--- config.mk ---
export PLATFORM = sky130hd
export DESIGN_NAME = mac_result_collector_flat
export DESIGN_NICKNAME = d
export VERILOG_FILES = /design/src/rtl/mac_result_if.sv /design/src/rtl/mac_result_collector.sv /design/src/flat_wrapper.sv
export SDC_FILE = /design/constraint.sdc
export NUM_CORES = 1
export LEC_CHECK = 0
export ABC_AREA = 1
export BUFFER_PORTS_ARGS = -buffer_cell sky130_fd_sc_hd__buf_2
export CORE_MARGIN = 2
export CORE_UTILIZATION = 25
export CTS_CLUSTER_SIZE = 30
export DETAILED_ROUTE_END_ITERATION = 12
export PLACE_DENSITY = 0.39
export SYNTH_ARGS = -nofsm -noshare
export SYNTH_HDL_FRONTEND = slang
export SYNTH_SLANG_ARGS = --single-unit
--- constraint.sdc ---
create_clock -name clk -period 2.5 [get_ports clk]
set_input_delay 0.5 -clock clk [delete_from_list [all_inputs] [get_ports clk]]
set_output_delay 0.5 -clock clk [all_outputs]
set_load 0.005 [all_outputs]
--- src/rtl/mac_result_if.sv ---
// Result stream from mac_result_collector to the output buffer.
//   out_valid  head entry present
//   out_ready  consumer accepts the head this cycle
//   out_data   quantised result at the head
//   out_addr   output-feature-map address tagged to the head
// master = collector side, slave = output-buffer side.
interface mac_result_if #(
  parameter int OUT_W  = 8,
  parameter int ADDR_W = 8
);
  logic              out_valid;
  logic              out_ready;
  logic [OUT_W-1:0]  out_data;
  logic [ADDR_W-1:0] out_addr;

  modport master (output out_valid, output out_data, output out_addr, input out_ready);
  modport slave  (input out_valid, input out_data, input out_addr, output out_ready);
endinterface

--- src/rtl/mac_result_collector.sv ---
// Consumer-side companion to the MAC control unit. Counts taps between
// window boundaries, captures and quantises the accumulator when a window
// ends with exactly TAPS taps, tags the result with an output address and
// queues it in a small FIFO drained over a valid/ready stream.
//   clk, rst          clock, asynchronous active-low reset
//   sel, mac_reset    control-unit strobes (sel==01 marks a tap)
//   mac_acc           signed accumulator, sampled in the window-end cycle
//   clr_err           clears the sticky flags at the next edge
//   res               result stream (master side)
//   count             FIFO occupancy
//   frame_done        pulse after the last address of a frame is queued
//   ovf, err_short    sticky: dropped capture, wrong tap count
//
// state  | meaning
// S_IDLE | between windows; mac_reset ignored, first tap starts a window
// S_ACC  | counting taps; mac_reset closes the window
module mac_result_collector #(
  parameter int ACC_W   = 16,
  parameter int OUT_W   = 8,
  parameter int SHIFT   = 0,
  parameter int TAPS    = 3,
  parameter int DEPTH   = 4,
  parameter int ADDR_W  = 8,
  parameter int NUM_OUT = 16
) (
  input  logic                     clk,
  input  logic                     rst,
  input  logic [1:0]               sel,
  input  logic                     mac_reset,
  input  logic signed [ACC_W-1:0]  mac_acc,
  input  logic                     clr_err,
  mac_result_if.master             res,
  output logic [$clog2(DEPTH):0]   count,
  output logic                     frame_done,
  output logic                     ovf,
  output logic                     err_short
);
  localparam int PTR_W = $clog2(DEPTH);
  localparam logic signed [ACC_W-1:0] R_MAX = ACC_W'((1 << OUT_W) - 1);

  typedef enum logic {S_IDLE, S_ACC} state_t;

  state_t            state_q, state_d;
  logic [3:0]        tap_cnt_q, tap_cnt_d;
  logic [PTR_W-1:0]  wr_ptr_q, wr_ptr_d, rd_ptr_q, rd_ptr_d;
  logic [PTR_W:0]    count_q, count_d;
  logic [ADDR_W-1:0] addr_q, addr_d;
  logic              frame_done_q, frame_done_d;
  logic              ovf_q, ovf_d, err_short_q, err_short_d;
  logic [OUT_W-1:0]  last_data_q, last_data_d;
  logic [ADDR_W-1:0] last_addr_q, last_addr_d;
  logic [OUT_W-1:0]  data_mem_q [DEPTH];
  logic [OUT_W-1:0]  data_mem_d [DEPTH];
  logic [ADDR_W-1:0] addr_mem_q [DEPTH];
  logic [ADDR_W-1:0] addr_mem_d [DEPTH];

  logic                    tap, window_end, push_req, push_ok, drop, pop, full, empty;
  logic                    addr_last;
  logic signed [ACC_W-1:0] shifted;
  logic [OUT_W-1:0]        quant;

  assign tap        = (sel == 2'b01) && !mac_reset;
  assign window_end = (state_q == S_ACC) && mac_reset;
  assign push_req   = window_end && (tap_cnt_q == 4'(TAPS));
  assign empty      = (count_q == '0);
  assign full       = (count_q == (PTR_W+1)'(DEPTH));
  assign pop        = !empty && res.out_ready;
  // A full FIFO still accepts the capture when the head leaves in the same cycle.
  assign push_ok    = push_req && (!full || pop);
  assign drop       = push_req && full && !pop;
  assign addr_last  = (addr_q == ADDR_W'(NUM_OUT - 1));

  assign shifted = mac_acc >>> SHIFT;

  always_comb begin
    quant = shifted[OUT_W-1:0];
    if (shifted < 0)          quant = '0;
    else if (shifted > R_MAX) quant = '1;
  end

  always_comb begin
    state_d   = state_q;
    tap_cnt_d = tap_cnt_q;
    case (state_q)
      S_IDLE: begin
        if (tap) begin
          state_d   = S_ACC;
          tap_cnt_d = 4'd1;
        end
      end
      S_ACC: begin
        if (mac_reset) begin
          state_d   = S_IDLE;
          tap_cnt_d = '0;
        end else if (tap && tap_cnt_q != 4'd15) begin
          tap_cnt_d = tap_cnt_q + 4'd1;
        end
      end
      default: begin
        state_d   = S_IDLE;
        tap_cnt_d = '0;
      end
    endcase
  end

  always_comb begin
    wr_ptr_d     = wr_ptr_q;
    rd_ptr_d     = rd_ptr_q;
    count_d      = count_q;
    addr_d       = addr_q;
    data_mem_d   = data_mem_q;
    addr_mem_d   = addr_mem_q;
    last_data_d  = last_data_q;
    last_addr_d  = last_addr_q;
    frame_done_d = push_ok && addr_last;
    if (push_ok) begin
      data_mem_d[wr_ptr_q] = quant;
      addr_mem_d[wr_ptr_q] = addr_q;
      wr_ptr_d             = wr_ptr_q + 1'b1;
      addr_d               = addr_last ? '0 : addr_q + 1'b1;
    end
    if (pop) begin
      last_data_d = data_mem_q[rd_ptr_q];
      last_addr_d = addr_mem_q[rd_ptr_q];
      rd_ptr_d    = rd_ptr_q + 1'b1;
    end
    if (push_ok && !pop)      count_d = count_q + 1'b1;
    else if (!push_ok && pop) count_d = count_q - 1'b1;
    // Set beats clear when both land in the same cycle.
    ovf_d       = drop ? 1'b1 : (clr_err ? 1'b0 : ovf_q);
    err_short_d = (window_end && !push_req) ? 1'b1 : (clr_err ? 1'b0 : err_short_q);
  end

  always_ff @(posedge clk or negedge rst) begin
    if (!rst) begin
      state_q      <= S_IDLE;
      tap_cnt_q    <= '0;
      wr_ptr_q     <= '0;
      rd_ptr_q     <= '0;
      count_q      <= '0;
      addr_q       <= '0;
      frame_done_q <= 1'b0;
      ovf_q        <= 1'b0;
      err_short_q  <= 1'b0;
      last_data_q  <= '0;
      last_addr_q  <= '0;
      for (int i = 0; i < DEPTH; i++) begin
        data_mem_q[i] <= '0;
        addr_mem_q[i] <= '0;
      end
    end else begin
      state_q      <= state_d;
      tap_cnt_q    <= tap_cnt_d;
      wr_ptr_q     <= wr_ptr_d;
      rd_ptr_q     <= rd_ptr_d;
      count_q      <= count_d;
      addr_q       <= addr_d;
      frame_done_q <= frame_done_d;
      ovf_q        <= ovf_d;
      err_short_q  <= err_short_d;
      last_data_q  <= last_data_d;
      last_addr_q  <= last_addr_d;
      data_mem_q   <= data_mem_d;
      addr_mem_q   <= addr_mem_d;
    end
  end

  // Empty FIFO shows the most recently popped entry rather than a stale slot.
  assign res.out_valid = !empty;
  assign res.out_data  = empty ? last_data_q : data_mem_q[rd_ptr_q];
  assign res.out_addr  = empty ? last_addr_q : addr_mem_q[rd_ptr_q];
  assign count         = count_q;
  assign frame_done    = frame_done_q;
  assign ovf           = ovf_q;
  assign err_short     = err_short_q;
endmodule

--- src/flat_wrapper.sv ---
// flat-port wrapper written by rule: the top's interface ports become plain ports
module mac_result_collector_flat 
#(
  parameter int ACC_W   = 16,
  parameter int OUT_W   = 8,
  parameter int SHIFT   = 0,
  parameter int TAPS    = 3,
  parameter int DEPTH   = 4,
  parameter int ADDR_W  = 8,
  parameter int NUM_OUT = 16
)
  (clk, rst, sel, mac_reset, mac_acc, clr_err, count, frame_done, ovf, err_short, res_out_valid, res_out_data, res_out_addr, res_out_ready);
  mac_result_if #(.OUT_W(OUT_W), .ADDR_W(ADDR_W)) res_i ();
  input  logic clk;
  input  logic rst;
  input  logic [1:0] sel;
  input  logic mac_reset;
  input  logic signed [ACC_W-1:0] mac_acc;
  input  logic clr_err;
  output logic [$clog2(DEPTH):0] count;
  output logic frame_done;
  output logic ovf;
  output logic err_short;
  output wire logic [$bits(res_i.out_valid)-1:0] res_out_valid;
  output wire logic [$bits(res_i.out_data)-1:0] res_out_data;
  output wire logic [$bits(res_i.out_addr)-1:0] res_out_addr;
  input wire logic [$bits(res_i.out_ready)-1:0] res_out_ready;
  assign res_out_valid = res_i.out_valid;
  assign res_out_data = res_i.out_data;
  assign res_out_addr = res_i.out_addr;
  assign res_i.out_ready = res_out_ready;
  mac_result_collector #(.ACC_W(ACC_W), .OUT_W(OUT_W), .SHIFT(SHIFT), .TAPS(TAPS), .DEPTH(DEPTH), .ADDR_W(ADDR_W), .NUM_OUT(NUM_OUT)) u_core (.clk(clk), .rst(rst), .sel(sel), .mac_reset(mac_reset), .mac_acc(mac_acc), .clr_err(clr_err), .res(res_i), .count(count), .frame_done(frame_done), .ovf(ovf), .err_short(err_short));
endmodule
**Word-level counts from Yosys, hierarchy flattened**

Index checks and enable logic that the tools add are counted.
Widths: inputs -> output; s select.

- Register bits after elaboration: 103
- Memories kept: 0
- Bits in read-only memories: 0
- Output and inout bits: 23
- RAM bits: 0
- Word-level logic and storage cells: 92
- Input bits: 23
- Bits in latches: 0

- Eq/ne operators: 7
- Bitwise gates (word level): 3
- Add/subtract/negate cells: 6
- Shifts and indexed selects: 0
- Reduce and logical (&&, ||, !) cells: 25
- $mul: 0
- Div/mod/pow operators: 0
- Muxes and demuxes: 27
- $lt $le $gt $ge: 5

Operator list:

| kind | number |
|---|---|
| $mux 8 | 10 |
| $bwmux 32 | 2 |
| $bmux 8 s2 | 2 |
| $demux 8 s2 | 1 |
| $gt 16x9->1 const B | 1 |
| $lt 16x1->1 const B | 1 |
| $logic_and 1x1->1 | 13 |
| $mux 4 | 3 |
| $add 8x1->8 const B | 1 |
| $eq 8x4->1 const B | 1 |
| $pmux 4 s2 | 1 |
| $ge 3x3->1 const B | 2 |
| $logic_not 1->1 | 6 |
| $mux 3 | 2 |
| $not 2->3 | 2 |
| $reduce_bool 2->1 | 3 |
| $mux 1 | 5 |
| $add 2x1->2 const B | 2 |
| $add 4x1->4 const B | 1 |
| $eq 4x2->1 const B | 1 |
| $ne 4x4->1 const B | 1 |
| $add 3x1->3 const B | 1 |
| $eq 3x3->1 const B | 1 |
| $logic_not 3->1 | 1 |
| 9 further kinds | 9 |

**Logic depth before layout (Yosys ltp)**

- Depth in word-level cells: 9
- Mapped depth: 12
- Mapped depth without buffers: 11

**Least setup slack after synthesis**

No wires, ideal clock.

- Kind: register to register
- Start: register u_core.tap_cnt_q[0]
- End: register u_core.count_q[2], in the netlist u_core.count[2]
- Clock period less this slack: 2267 ps
- Setup time: 131 ps
- Slack: 233 ps
- Arrival time: 2136 ps
- Data required time: 2369 ps
- Stages on the path, launching flop included: 13
- Path buffers: 1
- Cells stage by stage: dfrtp_1 > ha_1 > nand3_2 > nor2_8 > nand2_4 > inv_4 > buf_12 > ha_1 > inv_1 > fa_1 > a21oi_1 > o21ai_0 > xor2_1

- Longest elaborated chain between the ends: 6
- Elaborated cells on any way between the ends: 8
- Classes of those cells: eq/ne: 1; mux: 1; reduce/logical: 6

Ends and longest elaborated chain:

| item | line | RTL |
|---|---|---|
| start: declaration | mac_result_collector.sv:44 | `logic [3:0] tap_cnt_q, tap_cnt_d;` |
| start signal: assignment | mac_result_collector.sv:153 | `tap_cnt_q <= tap_cnt_d;` |
| $eq 4x2->1 (*) | mac_result_collector.sv:64 | `assign push_req = window_end && (tap_cnt_q == 4'(TAPS));` |
| $logic_and 1x1->1 (*) | mac_result_collector.sv:64 |  |
| $logic_and 1x1->1 (*) | mac_result_collector.sv:69 | `assign push_ok = push_req && (!full \|\| pop);` |
| net u_core.push_ok | mac_result_collector.sv:57 | `logic tap, window_end, push_req, push_ok, drop, pop, full, empty;` |
| $logic_not 1->1 | mac_result_collector.sv:128 | `else if (!push_ok && pop) count_d = count_q - 1'b1;` |
| $logic_and 1x1->1 | mac_result_collector.sv:128 |  |
| $reduce_bool 2->1 (no line) | -- |  |
| end signal: assignment | mac_result_collector.sv:156 | `count_q <= count_d;` |
| end: declaration | mac_result_collector.sv:46 | `logic [PTR_W:0] count_q, count_d;` |

Mark *: on every way through the listed nets, which the timed path passes. The rest lies on a longest branch.
A chain may end at the register's enable or synchronous reset.

**Final worst setup path**

- Start: register u_core.tap_cnt_q[0]
- End: register u_core.count_q[2], in the netlist u_core.count[2]

- Longest elaborated chain between the ends: 6
- Elaborated cells on any way between the ends: 8
- Classes of those cells: eq/ne: 1; mux: 1; reduce/logical: 6

Ends and longest elaborated chain:

| item | line |
|---|---|
| $eq 4x2->1 (*) | mac_result_collector.sv:64 |
| $logic_and 1x1->1 (*) | mac_result_collector.sv:64 |
| $logic_and 1x1->1 (*) | mac_result_collector.sv:69 |
| $logic_not 1->1 | mac_result_collector.sv:128 |
| $logic_and 1x1->1 | mac_result_collector.sv:128 |
| $reduce_bool 2->1 (no line) | -- |

Every way passes the cells marked *; elsewhere a longest branch is shown, timed or not.

==> metrics.txt <==
Setup Fix Bufs, Post-CTS 0; die height 148 um; cells along the critical path ha_2 -> nand3_2 -> nor2_8 -> nand2_4 -> inv_4 -> ha_1 -> inv_1 -> fa_1 -> a21oi_1 -> o21ai_0 -> xor2_1; Syn Nets 645; post-synth top area share 0.500; Max-cap violations 0; initial antenna violation count 0; GPL Wtd Cong 0.745; Pwr per Cell Area approximately 810 nW/um^2; Post-synth top flop dfrtp_1; sequential cell area 2580 um^2; Remaining Overflow, GRT 0; Initial Util 0.255; static leakage 2.75 nW; DR iter-0 viols about 240; Worst-Margin Slew approximately 0.5 ns; RSZ-0062 raised after global routing no; TritonRoute pass-1 iters 4; final setup violation count 0; hpwl dp 8190 um; Synth Area in Compound Gates 0.128; simple-gate share of the synthesized area 0.263; Crit path required time 2.72 ns; P&R area growth vs syn 14.0%; Total GRT Usage 0.122; Hold Path Class in2async; area of the multi-input gates about 2200 um^2; I/O Buffers 45; Worst Setup Path Type reg2reg; H-tree Lvls 3; Clock Latency Late Sink 0.35 ns; TNS Setup 0 ns; Post-synth EDFFs 0; CTS tree yes; Area contributors post-synth dfrtp_1, nand2_1, nand3_1; ratio of cells with drive above 1 in the final layout 0.172; Critical Path End Type register; vias per cell 4.35; commonest cells in the netlist nand2_1, dfrtp_1, nand3_1; Tmin final 2.34 ns; clock buffer depth 2; slowest library cell on the worst path dfrtp_1; Post-CTS Hold Buffers 0; slew margin rel. 0.666; CTS Sinks 103; number of synthesized register bits 103; run status finished, final reports clean; largest family of logic cells by synthesized area simple AND/OR/NAND/NOR gates; Final #Nets around 680; Worst-path clk slew around 0.070 ns; num ports 46; Crit path max-delay family adder cells; diodes inserted 0; first-pass GRT wire length 20900 um; synthesized area 5160 um^2; Max Fclk ~430 MHz; worst vdd ir 0.413 mV; setup ws final 0.164 ns; routed via count just over 4000; Worst Path Buf+Inv 2; post-synth top area cell dfrtp_1; Syn Inst Count 614; drt drc 0; asr flop ratio synth 1.00; CTS buffer count 9; CP startpoint kind register; DRT Wirelength 12400 um; Yosys Warn Count 0; die area about 22000 um^2; Distinct cells, synth 30; worst-path maximum fanout 12; Synth Area in Adders 0.0209; post-place setup slack 0.163 ns; # rows 52; Fill cells 2175; post-synthesis sequential area ratio 0.500; xor-xnor portion of the synthesized cell area 0.0102; vias in the first global route 3860; Die X 148 um; Post-DRT Antenna Nets 0; drt wl/cell 13.3 um; Final Max Tran Viols 0; Final Hold Vio Count 0; slowest stage delay, CP 0.40 ns; average size of a mapped cell roughly 8.4 um^2; Final Cycle Share 0.934; Critical Path AT 2.56 ns; largest net degree at the start of global routing 36; core area just over 20000 um^2; mux contribution to synthesized area 0.00218; count leader, synth nand2_1; Setup Skew 0.00943 ns; clock root buffer clkbuf_16
cells in the final DEF, fill, tap and decap left out:
| cell type | n |
|---|---|
| nand3_2 | 3 |
| nand3_1 | 50 |
| clkbuf_16 | 9 |
| buf_2 | 44 |
| a21oi_1 | 2 |
| clkbuf_1 | 1 |
| nand4_1 | 5 |
| nor2_2 | 1 |
| mux2_2 | 1 |
| o211ai_1 | 1 |
| clkinvlp_4 | 2 |
| nand2_4 | 2 |
| buf_4 | 10 |
| o21ai_0 | 49 |
| ha_1 | 6 |
| xor2_1 | 5 |
| ha_2 | 1 |
| nand2_1 | 227 |
| buf_6 | 1 |
| inv_4 | 1 |
| nand3_4 | 4 |
| inv_6 | 1 |
| o21ai_2 | 26 |
| or2_2 | 1 |
| inv_1 | 43 |
| o21ai_1 | 34 |
| dfrtp_1 | 103 |
| nor2_1 | 15 |
| xnor2_1 | 1 |
| inv_8 | 1 |
| nand2_2 | 1 |
| buf_12 | 1 |
| nand3b_1 | 1 |
| fa_1 | 1 |
| nor2_8 | 1 |
| clkinv_2 | 2 |
area by class of cell:
type	count	share of cell area
well taps	270	0.0575
repair buffers	56	0.0556
clock buffers	10	0.0390
flip-flops and latches	103	0.439
clock inverters	6	0.00766
inverters	44	0.0285
multi-input cells	438	0.373
registers in the layout, summed over array words and instances, names as in the netlist, 2 cells and up:
signal and count:
u_core.addr_mem_q 32, u_core.count 3, u_core.tap_cnt_q 4, u_core.rd_ptr_q 2, u_core.last_data_q 8, u_core.data_mem_q 32
u_core.last_addr_q 8, u_core.addr_q 8, u_core.wr_ptr_q 2
power breakdown:
part	leakage [nW]	switching (W)	total [W]	internal [W]
combinational	1.23	0.000966	0.00147	0.000503
sequential	1.39	0.000124	0.00199	0.00186
clock	0.131	0.000648	0.00133	0.000683
final timing paths:
path / slack (ns) / startpoint / to / cells past startpoint
setup / recovery: 0.16 / u_core.tap_cnt_q[0] / u_core.count[2] / 11
hold / removal: 0.06 / rst / u_core.last_addr_q[2] / 1
setup reg to reg: 0.16 / u_core.tap_cnt_q[0] / u_core.count[2] / 11
hold reg to reg: 0.48 / u_core.data_mem_q[26] / u_core.data_mem_q[26] / 2
max in group asynchronous: 1.78 / rst / u_core.data_mem_q[20] / 2
min in group clk: 0.36 / clr_err / u_core.err_short / 2
worst register-to-register path: stages (launching register included):
cell and delay (ns):
dfrtp_1 0.40, ha_2 0.25, nand3_2 0.16, nor2_8 0.13, nand2_4 0.11, inv_4 0.15
ha_1 0.17, inv_1 0.07, fa_1 0.38, a21oi_1 0.14, o21ai_0 0.11, xor2_1 0.16
layer usage:
metal,up-vias,part of all wire,track usage
met5,-,0,0
met4,0,0.0091,0.0245
met3,6,0.047,0.0340
met2,62,0.44,0.193
met1,1901,0.50,0.169
li1,2063,-,-
timing repair:
| item | in CTS | in global routing |
|---|---|---|
| setup endpoints to repair | 0 | 16 |
| gates resized for setup | 0 | 3 |
| endpoints found under the hold margin | 0 | 0 |
through the flow:
| step | power [W] | util | cells | cell area (um^2) | hold slack [ns] |
|---|---|---|---|---|---|
| after floorplan | 0.00288 | - | 614 | 5160 | 0.204 |
| after global routing | 0.00517 | 0.290 | 927 | 5880 | 0.0693 |
| after detailed placement | 0.00353 | 0.276 | 911 | 5590 | 0.457 |
| after global placement | 0.00350 | 0.276 | 911 | 5590 | 0.455 |
| after CTS | 0.00490 | 0.290 | 927 | 5870 | 0.0688 |
| final | 0.00479 | 0.290 | 927 | 5880 | 0.0629 |
kinds of logic after synthesis:
kind of cell	Yosys count
flops	103
simple gates	311
mux	1
compound gates	112
buf+inv	73
fa+ha+maj	8
xor+xnor	6
Note: power is estimated with default switching activity, not from simulation.
